### config.mk
export PLATFORM = sky130hd
export DESIGN_NAME = uart_tx_periph
export DESIGN_NICKNAME = d
export VERILOG_FILES = /design/src/rtl/uart_tx_periph.sv
export SDC_FILE = /design/constraint.sdc
export NUM_CORES = 1
export LEC_CHECK = 0
export CORE_ASPECT_RATIO = 0.8
export CORE_MARGIN = 2
export CORE_UTILIZATION = 45
export CTS_BUF_LIST = sky130_fd_sc_hd__clkbuf_8
export DETAILED_ROUTE_END_ITERATION = 7
export PLACE_DENSITY = 0.68
export REMOVE_ABC_BUFFERS = 1
export SYNTH_ARGS = -nofsm -noshare
export SYNTH_HDL_FRONTEND = slang
export SYNTH_SLANG_ARGS = --single-unit
### constraint.sdc
create_clock -name clk -period 2.8 [get_ports clk]
set_input_delay 0.56 -clock clk [delete_from_list [all_inputs] [get_ports clk]]
set_output_delay 0.56 -clock clk [all_outputs]
set_load 0.02 [all_outputs]
### src/rtl/uart_tx_periph.sv
// rtl/uart_tx_periph.sv - memory-mapped 8N1 UART transmitter with TX FIFO
//
// Ports:
//   clk      clock
//   rst_n    synchronous active-low reset
//   sel      address decoder hit for this block
//   addr     byte offset (bits [1:0] ignored): 0x0 TXDATA, 0x4 STATUS, 0x8 BAUD_DIV, 0xC CTRL
//   wdata    store data, CPU lane layout
//   wenable  byte write enables
//   rdata    combinational read data, 0 when sel=0
//   txd      registered serial output, idle high
//   irq      registered level interrupt: irq_en & FIFO empty & transmitter idle
//
// Optional feature macro: UART_TX_PARITY_EN adds CTRL[1] parity_en, CTRL[2] parity_odd
// and a PARITY bit between the last data bit and the stop bit.
module uart_tx_periph #(
  parameter int          FIFO_DEPTH  = 8,
  parameter logic [15:0] DEFAULT_DIV = 16'd867
) (
  input  logic        clk,
  input  logic        rst_n,
  input  logic        sel,
  input  logic [3:0]  addr,
  input  logic [31:0] wdata,
  input  logic [3:0]  wenable,
  output logic [31:0] rdata,
  output logic        txd,
  output logic        irq
);

  localparam int PW = $clog2(FIFO_DEPTH);
  localparam int CW = PW + 1;

`ifdef UART_TX_PARITY_EN
  typedef enum logic [2:0] {S_IDLE, S_START, S_DATA, S_PARITY, S_STOP} state_t;
`else
  typedef enum logic [1:0] {S_IDLE, S_START, S_DATA, S_STOP} state_t;
`endif

  // register file
  logic [15:0] baud_div;
  logic        irq_en;
  logic        overflow;
`ifdef UART_TX_PARITY_EN
  logic        parity_en;
  logic        parity_odd;
`endif

  // FIFO
  logic [7:0]    mem [FIFO_DEPTH];
  logic [PW-1:0] wptr, rptr;
  logic [CW-1:0] count;
  logic          empty, full, push, pop, wr_txdata, ovf_set, ovf_clr;
  logic [7:0]    head;

  // serializer
  state_t      state_q, state_d;
  logic [2:0]  bit_q, bit_d;
  logic [15:0] baud_q, baud_d;
  logic [7:0]  sh_q, sh_d;
  logic        line_d;
  logic        baud_done;
`ifdef UART_TX_PARITY_EN
  logic        par_q, par_d;
`endif

  logic wr;
  logic unused_bits;

  assign unused_bits = ^{wdata[31:16], addr[1:0]};

  assign wr        = sel && (wenable != 4'd0);
  assign wr_txdata = wr && (addr[3:2] == 2'd0) && wenable[0];
  assign ovf_clr   = wr && (addr[3:2] == 2'd1) && wenable[0] && wdata[3];

  assign empty = (count == '0);
  assign full  = (count == CW'(FIFO_DEPTH));
  assign head  = mem[rptr];
  assign pop   = (state_q == S_IDLE) && !empty;
  // a pop in the same cycle frees the slot, so a push into a full FIFO is still taken
  assign push    = wr_txdata && (!full || pop);
  assign ovf_set = wr_txdata && full && !pop;

  always_ff @(posedge clk) begin
    if (push) mem[wptr] <= wdata[7:0];
  end

  always_ff @(posedge clk) begin
    if (!rst_n) begin
      wptr     <= '0;
      rptr     <= '0;
      count    <= '0;
      overflow <= 1'b0;
    end else begin
      if (push) wptr <= wptr + PW'(1);
      if (pop)  rptr <= rptr + PW'(1);
      case ({push, pop})
        2'b10:   count <= count + CW'(1);
        2'b01:   count <= count - CW'(1);
        default: count <= count;
      endcase
      // set has priority over a simultaneous clear
      if (ovf_set)      overflow <= 1'b1;
      else if (ovf_clr) overflow <= 1'b0;
    end
  end

  always_ff @(posedge clk) begin
    if (!rst_n) begin
      baud_div   <= DEFAULT_DIV;
      irq_en     <= 1'b0;
`ifdef UART_TX_PARITY_EN
      parity_en  <= 1'b0;
      parity_odd <= 1'b0;
`endif
    end else if (wr) begin
      if (addr[3:2] == 2'd2) begin
        if (wenable[0]) baud_div[7:0]  <= wdata[7:0];
        if (wenable[1]) baud_div[15:8] <= wdata[15:8];
      end
      if (addr[3:2] == 2'd3 && wenable[0]) begin
        irq_en     <= wdata[0];
`ifdef UART_TX_PARITY_EN
        parity_en  <= wdata[1];
        parity_odd <= wdata[2];
`endif
      end
    end
  end

  always_comb begin
    rdata = '0;
    if (sel) begin
      case (addr[3:2])
        2'd1: begin
          rdata[0]      = empty;
          rdata[1]      = full;
          rdata[2]      = (state_q != S_IDLE);
          rdata[3]      = overflow;
          rdata[8 +: CW] = count;
        end
        2'd2: rdata[15:0] = baud_div;
        2'd3: begin
          rdata[0] = irq_en;
`ifdef UART_TX_PARITY_EN
          rdata[1] = parity_en;
          rdata[2] = parity_odd;
`endif
        end
        default: rdata = '0;
      endcase
    end
  end

  assign baud_done = (baud_q == 16'd0);

  // line_d is the level for the current state; txd registers it, so the line
  // trails the state by one clock (write at k -> pop at k+1 -> start bit at k+2)
  always_comb begin
    state_d = state_q;
    bit_d   = bit_q;
    baud_d  = baud_q;
    sh_d    = sh_q;
    line_d  = 1'b1;
`ifdef UART_TX_PARITY_EN
    par_d   = par_q;
`endif
    case (state_q)
      S_IDLE: begin
        if (!empty) begin
          sh_d    = head;
          baud_d  = baud_div;
          state_d = S_START;
`ifdef UART_TX_PARITY_EN
          par_d   = (^head) ^ parity_odd;
`endif
        end
      end
      S_START: begin
        line_d = 1'b0;
        if (baud_done) begin
          state_d = S_DATA;
          bit_d   = 3'd0;
          baud_d  = baud_div;
        end else begin
          baud_d = baud_q - 16'd1;
        end
      end
      S_DATA: begin
        line_d = sh_q[0];
        if (baud_done) begin
          baud_d = baud_div;
          sh_d   = {1'b0, sh_q[7:1]};
          if (bit_q == 3'd7) begin
`ifdef UART_TX_PARITY_EN
            state_d = parity_en ? S_PARITY : S_STOP;
`else
            state_d = S_STOP;
`endif
          end else begin
            bit_d = bit_q + 3'd1;
          end
        end else begin
          baud_d = baud_q - 16'd1;
        end
      end
`ifdef UART_TX_PARITY_EN
      S_PARITY: begin
        line_d = par_q;
        if (baud_done) begin
          state_d = S_STOP;
          baud_d  = baud_div;
        end else begin
          baud_d = baud_q - 16'd1;
        end
      end
`endif
      S_STOP: begin
        line_d = 1'b1;
        if (baud_done) state_d = S_IDLE;
        else           baud_d  = baud_q - 16'd1;
      end
      default: state_d = S_IDLE;
    endcase
  end

  always_ff @(posedge clk) begin
    if (!rst_n) begin
      state_q <= S_IDLE;
      bit_q   <= 3'd0;
      baud_q  <= 16'd0;
      sh_q    <= 8'd0;
      txd     <= 1'b1;
      irq     <= 1'b0;
`ifdef UART_TX_PARITY_EN
      par_q   <= 1'b0;
`endif
    end else begin
      state_q <= state_d;
      bit_q   <= bit_d;
      baud_q  <= baud_d;
      sh_q    <= sh_d;
      txd     <= line_d;
      irq     <= irq_en && empty && (state_q == S_IDLE);
`ifdef UART_TX_PARITY_EN
      par_q   <= par_d;
`endif
    end
  end

endmodule

==> results by group <==
Timing
  – Period Utilization, post-route: 0.9755
  – Setup violators final: 0
  – Max-slew violation count: 0
  – Slew @ Worst Pin: 0.6643 ns
  – Clock Skews: 0.007524 ns
  – RSZ-0062 raised after global routing: no
  – Final Hold Fails: 0
  – Fmax: 0.3661 GHz
  – Slew margin rel.: 0.5534
  – Worst hold margin: roughly 0.46 ns
  – Min Tclk post-route: about 2.7 ns
  – Min setup slack post-route: 0.06848 ns

Layout
  – Layout area overhead: 16.99%
  – Final Net Count: 660
  – Ant diodes: 0
  – Area of the multi-input gates: around 0.0026 mm^2
  – Fillers: around 1100
  – FF/Latch Area: between 0.003 and 0.004 mm^2
  – Share of layout cells above drive strength 1: 0.1473

Routing
  – WL per Instance: 17.41 um
  – DRC: 0
  – TritonRoute pass-1 iters: 7
  – Via Count: 4377
  – Initial DRC count: 399
  – WL final: 13690 um
  – Post-route ant nets: 0
  – Vias per cell: 5.569

Floorplan
  – Die Y: approximately 110 um
  – I/O pin count: 77
  – Die Wd: 133.9 um
  – Rows: 37
  – Die Area: 0.01445 mm^2
  – Starting Density: 0.4671
  – Floorplan Core Area: between 0.01 and 0.015 mm^2

Setup path
  – Slowest cell on crit path: clkdlybuf4s50_1
  – Startpoint type of the worst setup path: input pin
  – Buffers & Inverters on Critical Path: 4
  – Critical path cell sequence: clkdlybuf4s50_1, inv_1, ha_1, buf_4, a32oi_2, nor2_1, dlygate4sd2_1
  – FF-to-FF path depth: 8
  – WP data required: 2.24 ns
  – Reg2Reg Setup Slack: 0.33 ns
  – Worst R2R Start: baud_q[0]$_SDFFE_PN0P_
  – CP max stage delay: 0.52 ns
  – R2r endpoint: baud_q[9]$_SDFFE_PN0P_
  – Crit. Startpoint: addr[3]
  – CP arrival: between 2 and 2.5 ns
  – Critical path capture point type: output pin
  – CP Max Fanout: 4
  – CP delay by family, top: buffers and inverters
  – CP Capture Point: rdata[1]
  – Worst setup path class: input pin to output pin
  – WP depth: 7

Job
  – Maxcap violations: 0

Place
  – Setup WS pre-CTS: -0.1718 ns
  – Post-DP HPWL: between 9000 and 10000 um
  – Port-buffer cells: 40
  – GPL Wtd Cong: roughly 0.93

Synth
  – Post-synth top cells: 64 x edfxtp_1, 62 x dfxtp_1, 51 x nand2_1, 34 x nor2_1, 24 x clkbuf_1
  – Seq cells post-synth: ~130
  – Post-Synth Adder-Cell Area: 0.04036
  – Async set-reset flop share out of synthesis: 0
  – Post-synth cell types: 55
  – Yosys Warn Count: 0
  – Most frequent cell after synthesis: edfxtp_1
  – Synth area leaders: edfxtp_1 32%, dfxtp_1 20%, mux4_2 5.9%
  – XOR/XNOR Fraction of Synth Area: 0.008649
  – Main combinational cell family by area after synthesis: simple AND/OR/NAND/NOR gates
  – Syn Inst Count: about 540
  – Synthesized area: 0.006076 mm^2
  – Post-synth top area share: 0.3163
  – Multiplexer share of the synthesized area: 0.08896
  – Synth Area in Compound Gates: 0.1306
  – Primary FF master, synth: edfxtp_1
  – EDFF count, synth: 64
  – Seq/Total Area, Yosys: 0.5206
  – Yosys top cell by area: edfxtp_1
  – Synth Area in Simple Gates: 0.1518
  – Synthesized area per cell: 11.21 um^2

Global route
  – First-pass GRT wire length: 22040 um
  – Grt ovf: 0
  – Initial antenna violation count: 0
  – Via count of the first global-routing pass: 4311
  – GRT Total Usage: 0.1994
  – Largest net degree at the start of global routing: 27

Power and ir drop
  – Static leakage: 2.672 nW
  – Gate power share: 0.397
  – Power Internal: 3.988 mW
  – Power Dens Cells: 892.9 mW/mm^2
  – NetSw: 2.358 mW
  – Max VDD drop: 567.7 uV
  – Clock Power Share: 0.245
  – Tot Pwr: 6.347 mW
  – Sequential fraction of design power: 0.358
  – Switching Fraction: 0.3716

Clock tree
  – Worst-skew pair later-pin latency: 0.44 ns
  – H-tree lvl count: 4
  – Root buffer cell: clkbuf_8
  – Clock transition at the registers of the reported paths: 0.07 ns
  – Clk sinks: ~130
  – Setup bufs post-CTS: 0
  – CTS Hold Bufs: 0
  – TritonCTS Buffers: 17
  – PostCTS Resize Cnt: 17
  – CTS tree: done
  – Clock buffer depth: 2

Outcome
  – Status: finished clean

Hold path
  – Hold path depth: 2
  – Hold Path Class: flip-flop to flip-flop
-- area by class of cell --
cell class | count | share of cell area
clock buffer | 18 | 0.03485
clock inverter | 14 | 0.02024
inverter | 21 | 0.01109
multi-input combinational | 360 | 0.3697
sequential | 126 | 0.4450
tap | 175 | 0.03080
timing repair buffer | 72 | 0.08836
-- kinds of logic (layout without fill, tap and decap cells) --
logic type / Yosys count / in the layout
compound gates: 107 / 107
xor+xnor: 6 / 6
fa+ha+maj: 19 / 19
buf+inv: 71 / 125
flops: 126 / 126
mux: 34 / 34
other cells: 1 / 16
simple gates: 178 / 178
-- power by group through the flow --
stage | Clock, mW | Sequential [mW] | Combinational [mW]
2_1_floorplan | 0 | 2.30 | 1.71
3_3_place_gp | 0 | 2.30 | 2.40
3_5_place_dp | 0 | 2.31 | 2.49
4_1_cts | 1.58 | 2.27 | 2.50
5_1_grt | 1.64 | 2.30 | 2.78
6_report | 1.55 | 2.27 | 2.52
-- worst min path at each step --
stage                               startpoint                   end
final                     sh_q[6]$_SDFFE_PN0P_  sh_q[6]$_SDFFE_PN0P_
after global routing      sh_q[6]$_SDFFE_PN0P_  sh_q[6]$_SDFFE_PN0P_
after CTS                 sh_q[6]$_SDFFE_PN0P_  sh_q[6]$_SDFFE_PN0P_
after detailed placement  sh_q[6]$_SDFFE_PN0P_  sh_q[6]$_SDFFE_PN0P_
after global placement    sh_q[6]$_SDFFE_PN0P_  sh_q[6]$_SDFFE_PN0P_
after floorplan           sh_q[6]$_SDFFE_PN0P_  sh_q[6]$_SDFFE_PN0P_
-- worst min-delay path: cells and delay by family, from the launching register on --
| kind | cells | cell delay [ns] |
|---|---|---|
| buffers and inverters | 1 | 0.05 |
| DFF | 1 | 0.31 |
| AOI/OAI and AO/OA | 1 | 0.05 |
-- stage by stage --
step | util | instance area (um^2) | cells | setup TNS, ns
global route | 0.5464 | 7108 | 786 | 0
CTS | 0.5458 | 7101 | 786 | 0
global placement | 0.5168 | 6723 | 754 | -0.9746
floorplan | - | 5856 | 507 | 0
detailed placement | 0.5168 | 6723 | 754 | -1.187
finish | 0.5464 | 7108 | 786 | 0
-- state kept, by name (all words and copies together) (netlist names), named ones only --
name      count
irq_en        1
bit_q         3
wptr          3
baud_div     16
txd           1
count         4
rptr          3
state_q       2
irq           1
overflow      1
mem          64
baud_q       16
sh_q          8
-- layer usage --
metal,share of wire,GRT usage
met1,0.47,0.2702
met3,0.061,0.05251
met5,0,0
met4,0.016,0.06611
met2,0.46,0.3143
-- layout by cell type (no fill, tap or decap), drive strengths merged, types with 21 or more instances in the layout --
cell type / n
a21boi: 21
buf: 33
clkdlybuf4s50: 23
dfxtp: 62
edfxtp: 64
inv: 24
nand2: 51
nor2: 34
(Power assumes the default switching activity.)
==> RTL change 1, RTL diff (same settings) <==
The option `UART_TX_PARITY_EN` is turned on by a define.
--- a/src/rtl/uart_tx_periph.sv
+++ b/src/rtl/uart_tx_periph.sv
@@ -14,4 +14,6 @@
 // Optional feature macro: UART_TX_PARITY_EN adds CTRL[1] parity_en, CTRL[2] parity_odd
 // and a PARITY bit between the last data bit and the stop bit.
+`define UART_TX_PARITY_EN
+
 module uart_tx_periph #(
   parameter int          FIFO_DEPTH  = 8,
Function: changed (a bounded check fails within 4 cycles, from zero or initial values and one cycle with rst_n low).
==> RTL change 1 against the unedited design <==
Cell area grew 1.0%; sequential cell count grew 4; sequential power grew 5%; maximum frequency grew 0.28%; largest cell class unchanged; routed wire length grew 6.2%; worst setup slack gained 7.6 ps; area after synthesis grew 1.2%; final cell count grew 6.1%; total power grew 1.7%.
==> RTL change 1: results (changes against the unedited design) <==
Status
  • Status: completed

Route
  • Post-DR wirelength/cell: 17.4 um (about the same)
  • WL met2: 6340 um (+1.3%)
  • Drt pass-1 iters: 5 (-2)
  • Via/cell ratio: 5.58 (+0.17%)
  • Met3 routed WL: 1210 um (+44%)

Cells and area
  • Fin nets: 698 (+5.8%)
  • Layout cells sized above 1: 0.147 (-0.000511)
  • Number of non-clock buffers: 76 (+5.6%)
  • Non-clk invs: 11 (-48%)
  • Seq/total area: 0.452 (+0.00665)
  • Filler Cell Count: 1156 (+4.6%)
  • Register area: 0.00324 sq mm (+2.5%)
  • Fraction of cell area in non-clock buffers: 0.0917 (+0.00329)
  • Multi-input combinational area share: 0.369 (-0.000600)

Timing
  • Fin Clk Skew: 10.9 ps (+3.36 ps)
  • Fin Hold WS: 466 ps (+7.96 ps)

Placed design
  • Post-DP HPWL: 10300 um (+6.7%)
  • Dpl cell area: 0.00682 sq mm (+1.5%)

Yosys
  • Count of cell types in the netlist: 62 (+13%)
  • Post-Synth Adder-Cell Area: 0.0297 (-0.0106)
  • Post-synthesis mux area share: 0.0869 (-0.00205)
  • Cells after Synth: 582 (+7.4%)
  • Top FF cell, synth: dfxtp_1

Min path
  • Hold Path End: overflow

Global routing
  • Global-route wire length before repair: 23100 um (+4.8%)
  • Met1 usage: 0.303 (+0.0326)
  • Tot GR Track Use: 0.210 (+0.0104)

Setup path
  • Critical register-to-register path startpoint: baud_q[4]
  • CP Max Fanout: 3 (-1)
  • Worst path max stage delay: 500 ps (-20 ps)
  • Reg2Reg Depth: 6 (-2)

Pwr
  • Leakage power: 2.70 nW (+1.1%)
  • Peak VDD IR: 0.355 mV (-37%)
==> RTL change 1: changes by cell type after synthesis, sizes merged, moves of 8 or more <==
cell / before / now
nor2b: 11 / 2
nand2: 51 / 62
and2: 9 / 1
o22ai: 13 / 3
nor2: 34 / 60
a21oi: 12 / 50
o21ai: 16 / 30
a32o: 14 / 0
inv: 21 / 11
a21boi: 21 / 2
==> RTL change 1: power groups by stage <==
stage	clock (mW)	sequential [mW]	combinational (mW)
6_report	1.45	2.39	2.61
5_1_grt	1.56	2.42	2.87
4_1_cts	1.48	2.39	2.55
3_5_place_dp	0	2.43	2.55
3_3_place_gp	0	2.42	2.51
2_1_floorplan	0	2.42	1.72
==> RTL change 1: repair_timing <==
action                     4_1_cts  5_1_grt
pin swaps                        0        1
setup endpoints to repair       15        8
gates resized for setup         16        6
==> RTL change 2, RTL diff (config.mk and constraints unchanged) <==
Made on the original files. Take the reset off `sh_q` and load it in a clocked block of its own.
--- a/src/rtl/uart_tx_periph.sv
+++ b/src/rtl/uart_tx_periph.sv
@@ -230,5 +230,4 @@
       bit_q   <= 3'd0;
       baud_q  <= 16'd0;
-      sh_q    <= 8'd0;
       txd     <= 1'b1;
       irq     <= 1'b0;
@@ -240,5 +239,4 @@
       bit_q   <= bit_d;
       baud_q  <= baud_d;
-      sh_q    <= sh_d;
       txd     <= line_d;
       irq     <= irq_en && empty && (state_q == S_IDLE);
@@ -249,4 +247,8 @@
   end
 
+  always_ff @(posedge clk) begin
+    sh_q <= sh_d;
+  end
+
 endmodule
 
Function: same outputs for any inputs over 4 cycles, from zero or initial values and one cycle with rst_n low; that may be too few to reach the edited logic, so the function may still have changed.
==> RTL change 2 against the unedited design <==
Cell area decreased by 3.6%; sequential cell count unchanged; routed wire length is 7.4% lower; non-clock buffer count up 1; worst setup slack improved by 32 ps; sequential share of layout area rose by 2.8 points; register-to-register slack worse by 60 ps; total power is 4.7% lower; area after synthesis is 4.7% lower; critical endpoint is now rdata[2]; largest cell class unchanged.
==> RTL change 2: results (changes against the unedited design) <==
Status
  • Status: completed

Yosys
  • Post-synthesis sequential area ratio: 0.560 (+0.0396)
  • Warnings from Yosys: 0 (unchanged)
  • Count of cell types in the netlist: 52 (-5.5%)
  • Commonest cells post-synth: 72 x edfxtp_1, 61 x nand2_1, 54 x dfxtp_1
  • Largest cells by area after synthesis: edfxtp_1 37%, dfxtp_1 19%, mux4_2 6.2%
  • Async set-reset flop share out of synthesis: 0 (unchanged)
  • Post-synth EDFFs: 72 (+13%)

Setup path
  • Worst path max stage delay: 510 ps
  • CP Max Fanout: 7 (+3)
  • Crit. Startpoint: addr[3]
  • Critical register-to-register path startpoint: baud_q[0]
  • Slowest stage cell on the critical path: clkdlybuf4s50_1
  • Crit-path leading delay family: buffers and inverters
  • Critical Path AT: 2140 ps (-30 ps)

Clock network
  • Clk root buf: clkbuf_8
  • CTS H-tree lvls: 4 (unchanged)
  • Clock Pin Slew Worst Setup and Hold Paths: 70 ps (about the same)
  • Clk buf depth: 2 (unchanged)
  • Post-CTS setup buffer count: 0 (unchanged)
  • TritonCTS Buffers: 17 (unchanged)
  • Clock Latency Late Sink: 440 ps (about the same)

Placed design
  • Post-DP HPWL: 8820 um (-8.4%)
  • Dpl cell area: 0.00647 sq mm (-3.7%)
  • Port-buffer cells: 40 (unchanged)
  • Placer Congestion: 0.853 (-8.3%)

Timing
  • Fin Clk Skew: 14.6 ps (+7.08 ps)
  • Slew headroom: 0.254 (-0.300)

Cells and area
  • Antenna cell count: 0 (unchanged)
  • Layout cells sized above 1: 0.157 (+0.00960)
  • Fin nets: 629 (-4.7%)
  • Top flop regs: mem x64, baud_div x16, baud_q x16

Global routing
  • Pin count of the biggest net entering global routing: 27 (unchanged)
  • Global-route wire length before repair: 20200 um (-8.3%)
  • Tot GR Track Use: 0.196 (-0.00362)
  • Vias in the first global route: 3821 (-11%)
  • Initial antenna violation count: 0 (unchanged)

Route
  • Via count: 4144 (-5.3%)
  • Post-DR wirelength/cell: 16.8 um (-3.6%)
  • Highest metal layer with signal wires: met4
  • Drt pass-1 iters: 5 (-2)
  • Starting DRT DRC Count: 399 (unchanged)
  • WL met2: 5820 um (-6.9%)
  • Wl on met1: 5850 um (-8.3%)
  • Met3 routed WL: 843 um (+0.24%)

Pwr
  • Leakage power: 2.58 nW (-3.3%)
  • Peak VDD IR: 0.606 mV (+6.7%)

Min path
  • HP Class: flop to flop
  • Hold Crit Start: sh_q[0]
-- RTL change 2: report_power, final --
| group | leakage (nW) | internal, mW | switching, mW | total [mW] |
|---|---|---|---|---|
| Sequential | 1.09 | 2.20 | 0.153 | 2.35 |
| Combinational | 1.29 | 0.907 | 1.25 | 2.16 |
| Clock | 0.204 | 0.805 | 0.733 | 1.54 |
-- RTL change 2: timing repair --
action / CTS / global route
resized for setup: 17 / 1
endpoints found under the hold margin: 0 / 0
setup endpoints to repair: 16 / 1
gates cloned: 0 / 0
-- RTL change 2: final cells by class --
| cell class | instances | area (sq um) |
|---|---|---|
| repair buffers | 73 | 629 |
| inverters | 18 | 67.6 |
| clock inverters | 11 | 104 |
| flip-flops and latches | 126 | 3240 |
| fillers | 1070 | 5880 |
| clock buffers | 21 | 289 |
| well taps | 175 | 219 |
| multi-input cells | 331 | 2300 |
-- RTL change 2: cell families after synthesis --
kind of cell    share of synthesized area
simple gates                        0.132
xor+xnor                           0.0121
buf+inv                            0.0529
mux                                0.0934
fa+ha+maj                          0.0424
compound gates                      0.106
flops                               0.560
other cells                      0.000648
-- RTL change 2: final timing paths --
kind         slack [ps]  cells after the start         to
max reg2reg         270                      7  baud_q[1]
min                 470                      2        txd
min reg2reg         470                      2        txd
max                 100                      6   rdata[2]
-- RTL change 2: per-stage QoR --
step                TNS [ps]  power [mW]  cells  setup slack [ps]
finish                     0        6.05    755               100
global route               0        6.40    755              2.96
CTS                        0        6.06    755              86.3
detailed placement     -1340        4.52    723              -174
global placement        -836        4.43    723              -129
floorplan                  0        3.83    475               379
-- RTL change 2: layer usage --
| metal | GRT usage | vias up |
|---|---|---|
| met4 | 0.0562 | 0 |
| met2 | 0.291 | 144 |
| li1 | - | 1955 |
| met5 | 0 | - |
| met3 | 0.0538 | 21 |
| met1 | 0.283 | 2024 |
